[src/rtl/i2c_init_sequencer.sv]
// i2c_init_sequencer: walks a ROM table of I2C register writes through the I2C block CSRs after a start pulse.
// Optional per-poll timeout enabled by defining I2C_SEQ_TIMEOUT_EN.
module i2c_init_sequencer #(
  parameter int pBusAdrsBit = 16,
  parameter logic [pBusAdrsBit-1:0] pI2CBase = 'h0400,
  parameter int pDivValue = 250,
  parameter int pTableAdrsBit = 5,
  parameter int pTimeout = 65535
) (
  input  logic                     iSysClk,
  input  logic                     iSysRst,
  input  logic                     iStart,
  output logic [pTableAdrsBit-1:0] oTableAdrs,
  input  logic [23:0]              iTableData,
  output logic [31:0]              oMUsiWd,
  output logic [pBusAdrsBit-1:0]   oMUsiAdrs,
  output logic                     oMUsiWCke,
  input  logic [31:0]              iMUsiRd,
  input  logic                     iMUsiREd,
  output logic                     oBusy,
  output logic                     oDone,
  output logic                     oErr,
  output logic [pTableAdrsBit-1:0] oEntryCnt
);
  typedef enum logic [3:0] {
    IDLE, WDIV, FETCH, DECODE, WTX, WEN1, POLL_BUSY, WEN0, POLL_IDLE, NEXT, DONE, ERR
  } state_t;
  localparam logic [pBusAdrsBit-1:0] EN_A  = pI2CBase;
  localparam logic [pBusAdrsBit-1:0] DIV_A = pI2CBase + pBusAdrsBit'(4);
  localparam logic [pBusAdrsBit-1:0] TX_A  = pI2CBase + pBusAdrsBit'(8);
  localparam logic [pBusAdrsBit-1:0] ST_A  = pI2CBase + pBusAdrsBit'('h84);
  state_t state_q, state_d;
  logic [23:0] word_q, word_d;
  logic [pTableAdrsBit-1:0] tadr_q, tadr_d, cnt_q, cnt_d;
  logic [31:0] wd_q, wd_d;
  logic [pBusAdrsBit-1:0] adrs_q, adrs_d;
  logic wcke_q, wcke_d, busy_q, busy_d, done_q, done_d, err_q, err_d;
  logic ok_busy, ok_idle, tmo;
`ifdef I2C_SEQ_TIMEOUT_EN
  logic [15:0] tmr_q, tmr_d;
  always_comb begin
    tmr_d = (state_q == POLL_BUSY || state_q == POLL_IDLE) ? tmr_q + 16'd1 : '0;
    tmo = tmr_q == 16'(pTimeout - 1);
  end
  always_ff @(posedge iSysClk) begin
    if (iSysRst) tmr_q <= '0;
    else tmr_q <= tmr_d;
  end
`else
  assign tmo = 1'b0;
`endif
  always_comb begin
    state_d = state_q;
    word_d = word_q;
    tadr_d = tadr_q;
    cnt_d = cnt_q;
    done_d = done_q;
    err_d = err_q;
    ok_busy = iMUsiREd && iMUsiRd != 32'd0;
    ok_idle = iMUsiREd && iMUsiRd != 32'd1;
    unique case (state_q)
      IDLE: if (iStart) begin
        state_d = WDIV;
        done_d = 1'b0;
        err_d = 1'b0;
        cnt_d = '0;
        tadr_d = '0;
      end
      WDIV:      state_d = FETCH;
      FETCH:     state_d = DECODE;
      DECODE: begin
        word_d = iTableData;
        state_d = (iTableData == 24'hFFFFFF) ? DONE : WTX;
      end
      WTX:       state_d = WEN1;
      WEN1:      state_d = POLL_BUSY;
      POLL_BUSY: state_d = ok_busy ? WEN0 : tmo ? ERR : POLL_BUSY;
      WEN0:      state_d = POLL_IDLE;
      POLL_IDLE: state_d = ok_idle ? NEXT : tmo ? ERR : POLL_IDLE;
      // the last table slot ends the walk instead of wrapping back to entry 0
      NEXT: begin
        cnt_d = cnt_q + 1'b1;
        tadr_d = (&tadr_q) ? tadr_q : tadr_q + 1'b1;
        state_d = (&tadr_q) ? DONE : FETCH;
      end
      default:   state_d = IDLE;
    endcase
    if (state_d == DONE) done_d = 1'b1;
    if (state_d == ERR) err_d = 1'b1;
    // bus outputs are registered from the next state so each write lands in its own state cycle
    wcke_d = state_d inside {WDIV, WTX, WEN1, WEN0, ERR};
    adrs_d = state_d == WDIV ? DIV_A :
             state_d == WTX ? TX_A :
             state_d inside {POLL_BUSY, POLL_IDLE} ? ST_A :
             state_d inside {WEN1, WEN0, ERR} ? EN_A : '0;
    wd_d = state_d == WDIV ? 32'(pDivValue) :
           state_d == WTX ? {8'h0, word_d} :
           state_d == WEN1 ? 32'd1 : '0;
    busy_d = state_d != IDLE;
  end
  always_ff @(posedge iSysClk) begin
    if (iSysRst) begin
      state_q <= IDLE;
      word_q <= '0;
      tadr_q <= '0;
      cnt_q <= '0;
      wd_q <= '0;
      adrs_q <= '0;
      wcke_q <= 1'b0;
      busy_q <= 1'b0;
      done_q <= 1'b0;
      err_q <= 1'b0;
    end else begin
      state_q <= state_d;
      word_q <= word_d;
      tadr_q <= tadr_d;
      cnt_q <= cnt_d;
      wd_q <= wd_d;
      adrs_q <= adrs_d;
      wcke_q <= wcke_d;
      busy_q <= busy_d;
      done_q <= done_d;
      err_q <= err_d;
    end
  end
  assign oTableAdrs = tadr_q;
  assign oMUsiWd = wd_q;
  assign oMUsiAdrs = adrs_q;
  assign oMUsiWCke = wcke_q;
  assign oBusy = busy_q;
  assign oDone = done_q;
  assign oErr = err_q;
  assign oEntryCnt = cnt_q;
endmodule

[config.mk]
export PLATFORM = sky130hd
export DESIGN_NAME = i2c_init_sequencer
export DESIGN_NICKNAME = d
export VERILOG_FILES = /design/src/rtl/i2c_init_sequencer.sv
export SDC_FILE = /design/constraint.sdc
export NUM_CORES = 1
export LEC_CHECK = 0
export CAP_MARGIN = 0
export CORE_ASPECT_RATIO = 1.75
export CORE_UTILIZATION = 37
export DETAILED_ROUTE_END_ITERATION = 12
export MAX_ROUTING_LAYER = met4
export PLACE_DENSITY = 0.79
export SLEW_MARGIN = 15
export SYNTH_ARGS = -nofsm -noshare
export SYNTH_HDL_FRONTEND = slang
export SYNTH_SLANG_ARGS = --single-unit
export TNS_END_PERCENT = 50
[constraint.sdc]
create_clock -name iSysClk -period 2.3 [get_ports iSysClk]
set_input_delay 0.575 -clock iSysClk [delete_from_list [all_inputs] [get_ports iSysClk]]
set_output_delay 0.575 -clock iSysClk [all_outputs]
set_load 0.01 [all_outputs]
==> impl.org, run 1 <==
** Outcome
- Result of the run :: completed

** Setup path
- Setup slack on the worst reg-to-reg path comes out at 0.25 ns.
- Slowest cell on the critical path :: sky130_fd_sc_hd__or4_4
- Number of gates on the worst path with buffers counted :: 6
- Startpoint Class :: input port
- RR Startpoint :: state_q[1]
- The largest single stage delay on the critical path is 0.45 ns.
- Critical path buffers and inverters :: 1
- Walking the worst path, the cells encountered are clkdlybuf4s50_1, nor4_1, nand4_1, or4_4, a221o_1, o211ai_2.
- Class of the most critical setup path :: in2reg
- Measured in cells, the most critical reg-to-reg path has a length of 5.
- Grouping stages by cell kind, the critical path spends the most delay in simple AND/OR/NAND/NOR gates.
- At the worst endpoint, the arrival time is 2.39 ns.
- The endpoint identified for the worst register-to-register timing path is oMUsiWd[0].
- Required time of the critical path :: 2.53 ns
- Critical path endpoint category :: register
- Along the worst path, the maximum fanout reaches 3.

** Placed design
- Placed insts :: 397
- In this run the tool buffered the top-level ports with 101 buffer cells.
- RePlAce Congestion :: 0.827
- HPWL Detailed :: 4.11 mm

** Yosys
- Number of distinct library cell variants in the gate-level netlist after synthesis :: 46
- Synthesis produced a netlist whose cell count is 225.
- Post-synthesis instance area :: 2060 um^2
- Total of flip-flops plus latches after synthesis :: 47
- Of the post-synthesis cell area, the dominant cell type holds 45.7%.
- sky130_fd_sc_hd__dfxtp_1 takes more of the synthesized area than any other cell.
- Yosys mapped a number of flops with a built-in enable equal to 0.
- Number of warnings issued by yosys :: 0
- Top post-synthesis cells by count :: sky130_fd_sc_hd__dfxtp_1 (47), sky130_fd_sc_hd__buf_4 (21), sky130_fd_sc_hd__and2_1 (20)
- Dividing the synthesized area by the synthesized cell count gives 9.15 um^2.
- Async set or reset register ratio after synthesis :: 0%
- Dominant cells by area after synthesis :: sky130_fd_sc_hd__dfxtp_1 (46%), sky130_fd_sc_hd__buf_4 (7.7%), sky130_fd_sc_hd__and2_1 (6.1%), sky130_fd_sc_hd__a21oi_1 (2.9%), sky130_fd_sc_hd__nand2_1 (2.7%)
- Proportion of synthesized chip area in sequential cells :: 45.7%
- For this run, the leading register cell type out of synthesis is sky130_fd_sc_hd__dfxtp_1.
- Top-count cell post-synth :: sky130_fd_sc_hd__dfxtp_1

** Timing
- Share of the cycle needed by the critical path after routing :: 93.8%
- Final worst path period need :: 2.16 ns
- On the final layout, the worst clock skew is 0.00498 ns.
- Setup repair after global routing left no endpoint under its margin.
- Number of hold violations in the final report :: 0
- Highest clock frequency the design can meet :: 463 MHz
- Final count of pins violating max slew :: 0
- Setup violations remaining at the end of the flow were counted as 0.

** Finish
- Final core occ :: 61.3%
- Synth-to-Final Area Change :: 57.8%
- After the flow finishes, the layout carries non-filler instances totaling 405.
- Diode insertion count for antenna repair :: 0
- In the final design database the tool counted 393 nets.
- Fraction of final layout cells with drive strength greater than 1 :: 7.85%

** Pwr
- In this run the power spent charging and discharging nets is 0.000409 W.
- Dividing total power by cell area gives a power density of 570 nW/um^2.
- Per report_power, the clock group accounts for 38.3% of the total.
- Of the total power, the share spent switching nets is 22.1%.
- Leakage :: 1.26 nW
- The internal portion of the total power is 0.00144 W.
- Worst voltage drop across the vdd grid :: 0.000397 V
- Sequential power share :: 46.2%
- Combinational share of power :: 15.5%

** Floorplan
- The floorplan step set the die height to 101 um.
- The total area inside the core boundary comes to 5300 um^2.
- Top-level port count :: 122
- Once the floorplan was initialized, standard cells occupied 38.9% of the core.
- The die covers 5880 um^2.
- In this run the core area contains 35 standard-cell rows.
- Die width :: 58.4 um

** Clock network
- Total clock buffers created by CTS :: 5
- Clock tree from TritonCTS :: yes
- After clock tree synthesis, the clock-pin slew on the worst setup and hold paths is 0.09 ns.
- Cts-stage hold buffer count :: 0
- After clock tree synthesis, the setup repair step added 0 buffers.
- Clock latency on the worst-skew pair :: 0.30 ns
- Counting along the longest clock path gives a buffer depth of 2.
- The H-tree was split into 2 levels.
- Clock Sink Count :: 47
- CTS placed an instance of sky130_fd_sc_hd__clkbuf_8 at the clock tree root.
- Post-cts gate resize count :: 0

** Routing
- Once detail routing completed, the nets flagged for antenna violations numbered 0.
- Wires add up to 5.20 mm.
- Number of remaining DRC errors :: 0
- For this run, the detailed router's first-pass iteration total came to 4.
- Count of vias placed by the detailed router :: 1,907
- Average wire per cell in the routed design :: 12.8 um
- Initial DRC count :: 38
- Dividing the detail-routed via count by the number of cells gives 4.71.

** Min path
- Hold wc startpoint :: oDone
- For hold timing, the worst endpoint is oDone.
- Path class of the lowest-slack min-delay path :: reg2reg
- WHS Path Cells :: 2

** Run
- Maximum Capacitance Violations :: 0

** Global route
- Initial antenna violation count :: 0
- Pin count of the biggest net entering global routing :: 27
- Wire length of the first global-routing pass :: 8.08 mm
- Global-route total usage across every layer :: 18.4%
- Residual overflow from global routing :: 0
- The number of global-route vias before repair was 1,831.
## placed cells by master, fill, tap and decap left out, types with 5 or more instances in the layout
| cell type | n |
|---|---|
| sky130_fd_sc_hd__a21oi_1 | 12 |
| sky130_fd_sc_hd__and2_1 | 20 |
| sky130_fd_sc_hd__buf_4 | 11 |
| sky130_fd_sc_hd__clkbuf_8 | 5 |
| sky130_fd_sc_hd__clkdlybuf4s50_1 | 101 |
| sky130_fd_sc_hd__conb_1 | 20 |
| sky130_fd_sc_hd__dfxtp_1 | 47 |
| sky130_fd_sc_hd__nand2_1 | 15 |
| sky130_fd_sc_hd__nand2b_1 | 5 |
| sky130_fd_sc_hd__nand3_1 | 5 |
| sky130_fd_sc_hd__nand4_1 | 8 |
| sky130_fd_sc_hd__nor2_1 | 15 |
| sky130_fd_sc_hd__nor3_1 | 6 |
| sky130_fd_sc_hd__nor4_1 | 9 |
| sky130_fd_sc_hd__o41ai_1 | 6 |
## how the worst max path moves through the flow
stage / startpoint / to / slack, ns
CTS: iMUsiRd[1] / oMUsiAdrs[10] / 0.13
global route: iMUsiRd[21] / oMUsiAdrs[10] / 0.02
finish: iMUsiRd[1] / oMUsiAdrs[10] / 0.14
floorplan: iMUsiRd[21] / oMUsiAdrs[10] / 0.35
detailed placement: iMUsiRd[1] / oMUsiAdrs[10] / -0.17
global placement: iMUsiRd[16] / oMUsiAdrs[10] / -0.12
## cell families (layout without fill, tap and decap cells)
kind of cell             after synthesis  after routing  share of synthesized area (%)
other                                  1             20                          0.182
flip-flops                            47             47                           45.7
AND/OR/NAND/NOR                      100            100                           27.7
multiplexers                           2              2                           1.03
XOR/XNOR                               3              3                           1.28
buffers and inverters                 36            123                           11.0
AO/OA/AOI/OAI                         33             33                           11.3
adder cells (fa/ha/maj)                3              3                           1.82
## cell type report
cell class | count | area (um^2)
Fill cell | 453 | 2050
Timing Repair Buffer | 113 | 1110
Multi-Input combinational cell | 161 | 963
Sequential cell | 47 | 941
Tap cell | 74 | 92.6
Clock buffer | 6 | 72.6
Clock inverter | 2 | 60.1
Inverter | 2 | 7.51
## layer usage
| layer | GRT usage (%) | part of all wire (%) | up-vias |
|---|---|---|---|
| met3 | 3.21 | 5.9 | 10 |
| met1 | 17.8 | 37 | 853 |
| met4 | 8.42 | 2.6 | 0 |
| met2 | 34.2 | 54 | 85 |
| li1 | - | - | 959 |
| met5 | - | 0 | - |
## worst register-to-register path: cells and delay by family, from the launching register on
family	cells	cell delay (ns)
AO/OA/AOI/OAI	1	0.25
buffers and inverters	1	0.15
flip-flops	1	0.60
AND/OR/NAND/NOR	3	0.96
## power by group through the flow
stage	clock network (W)	logic [W]	registers (W)
5_1_grt	0.000745	0.000308	0.000857
3_3_place_gp	0	0.000283	0.000874
4_1_cts	0.000717	0.000288	0.000855
2_1_floorplan	0	0.000126	0.000879
3_5_place_dp	0	0.000286	0.000874
6_report	0.000710	0.000287	0.000855
## flip-flops by register name, indices dropped and copies added (netlist names)
register    flops
word_q          1
oBusy           1
oErr            1
oMUsiAdrs       4
oEntryCnt       5
oDone           1
oTableAdrs      5
oMUsiWd        24
oMUsiWCke       1
state_q         4
## stage by stage
step | worst slack, ns | hold WS (ns) | power [W] | instance area (um^2) | setup TNS, ns
after CTS | 0.131 | 0.464 | 0.00186 | 3250 | 0
final | 0.142 | 0.462 | 0.00185 | 3250 | 0
after global placement | -0.117 | 0.446 | 0.00116 | 3120 | -1.78
after detailed placement | -0.171 | 0.451 | 0.00116 | 3120 | -1.78
after floorplan | 0.354 | 0.460 | 0.00101 | 2130 | 0
after global routing | 0.0207 | 0.485 | 0.00191 | 3250 | 0
No activity file was read; power rests on OpenSTA's default activity.
==> run 2: changes to the inputs <==
--- a/config.mk
+++ b/config.mk
@@ -5,7 +5,7 @@
 export SDC_FILE = /design/constraint.sdc
 export NUM_CORES = 1
 export LEC_CHECK = 0
-export CAP_MARGIN = 0
+export CAP_MARGIN = 20
 export CORE_ASPECT_RATIO = 1.75
 export CORE_UTILIZATION = 37
 export DETAILED_ROUTE_END_ITERATION = 12
==> results of run 2 <==
The final DEF is identical to that of run 1; final timing and power are the same.
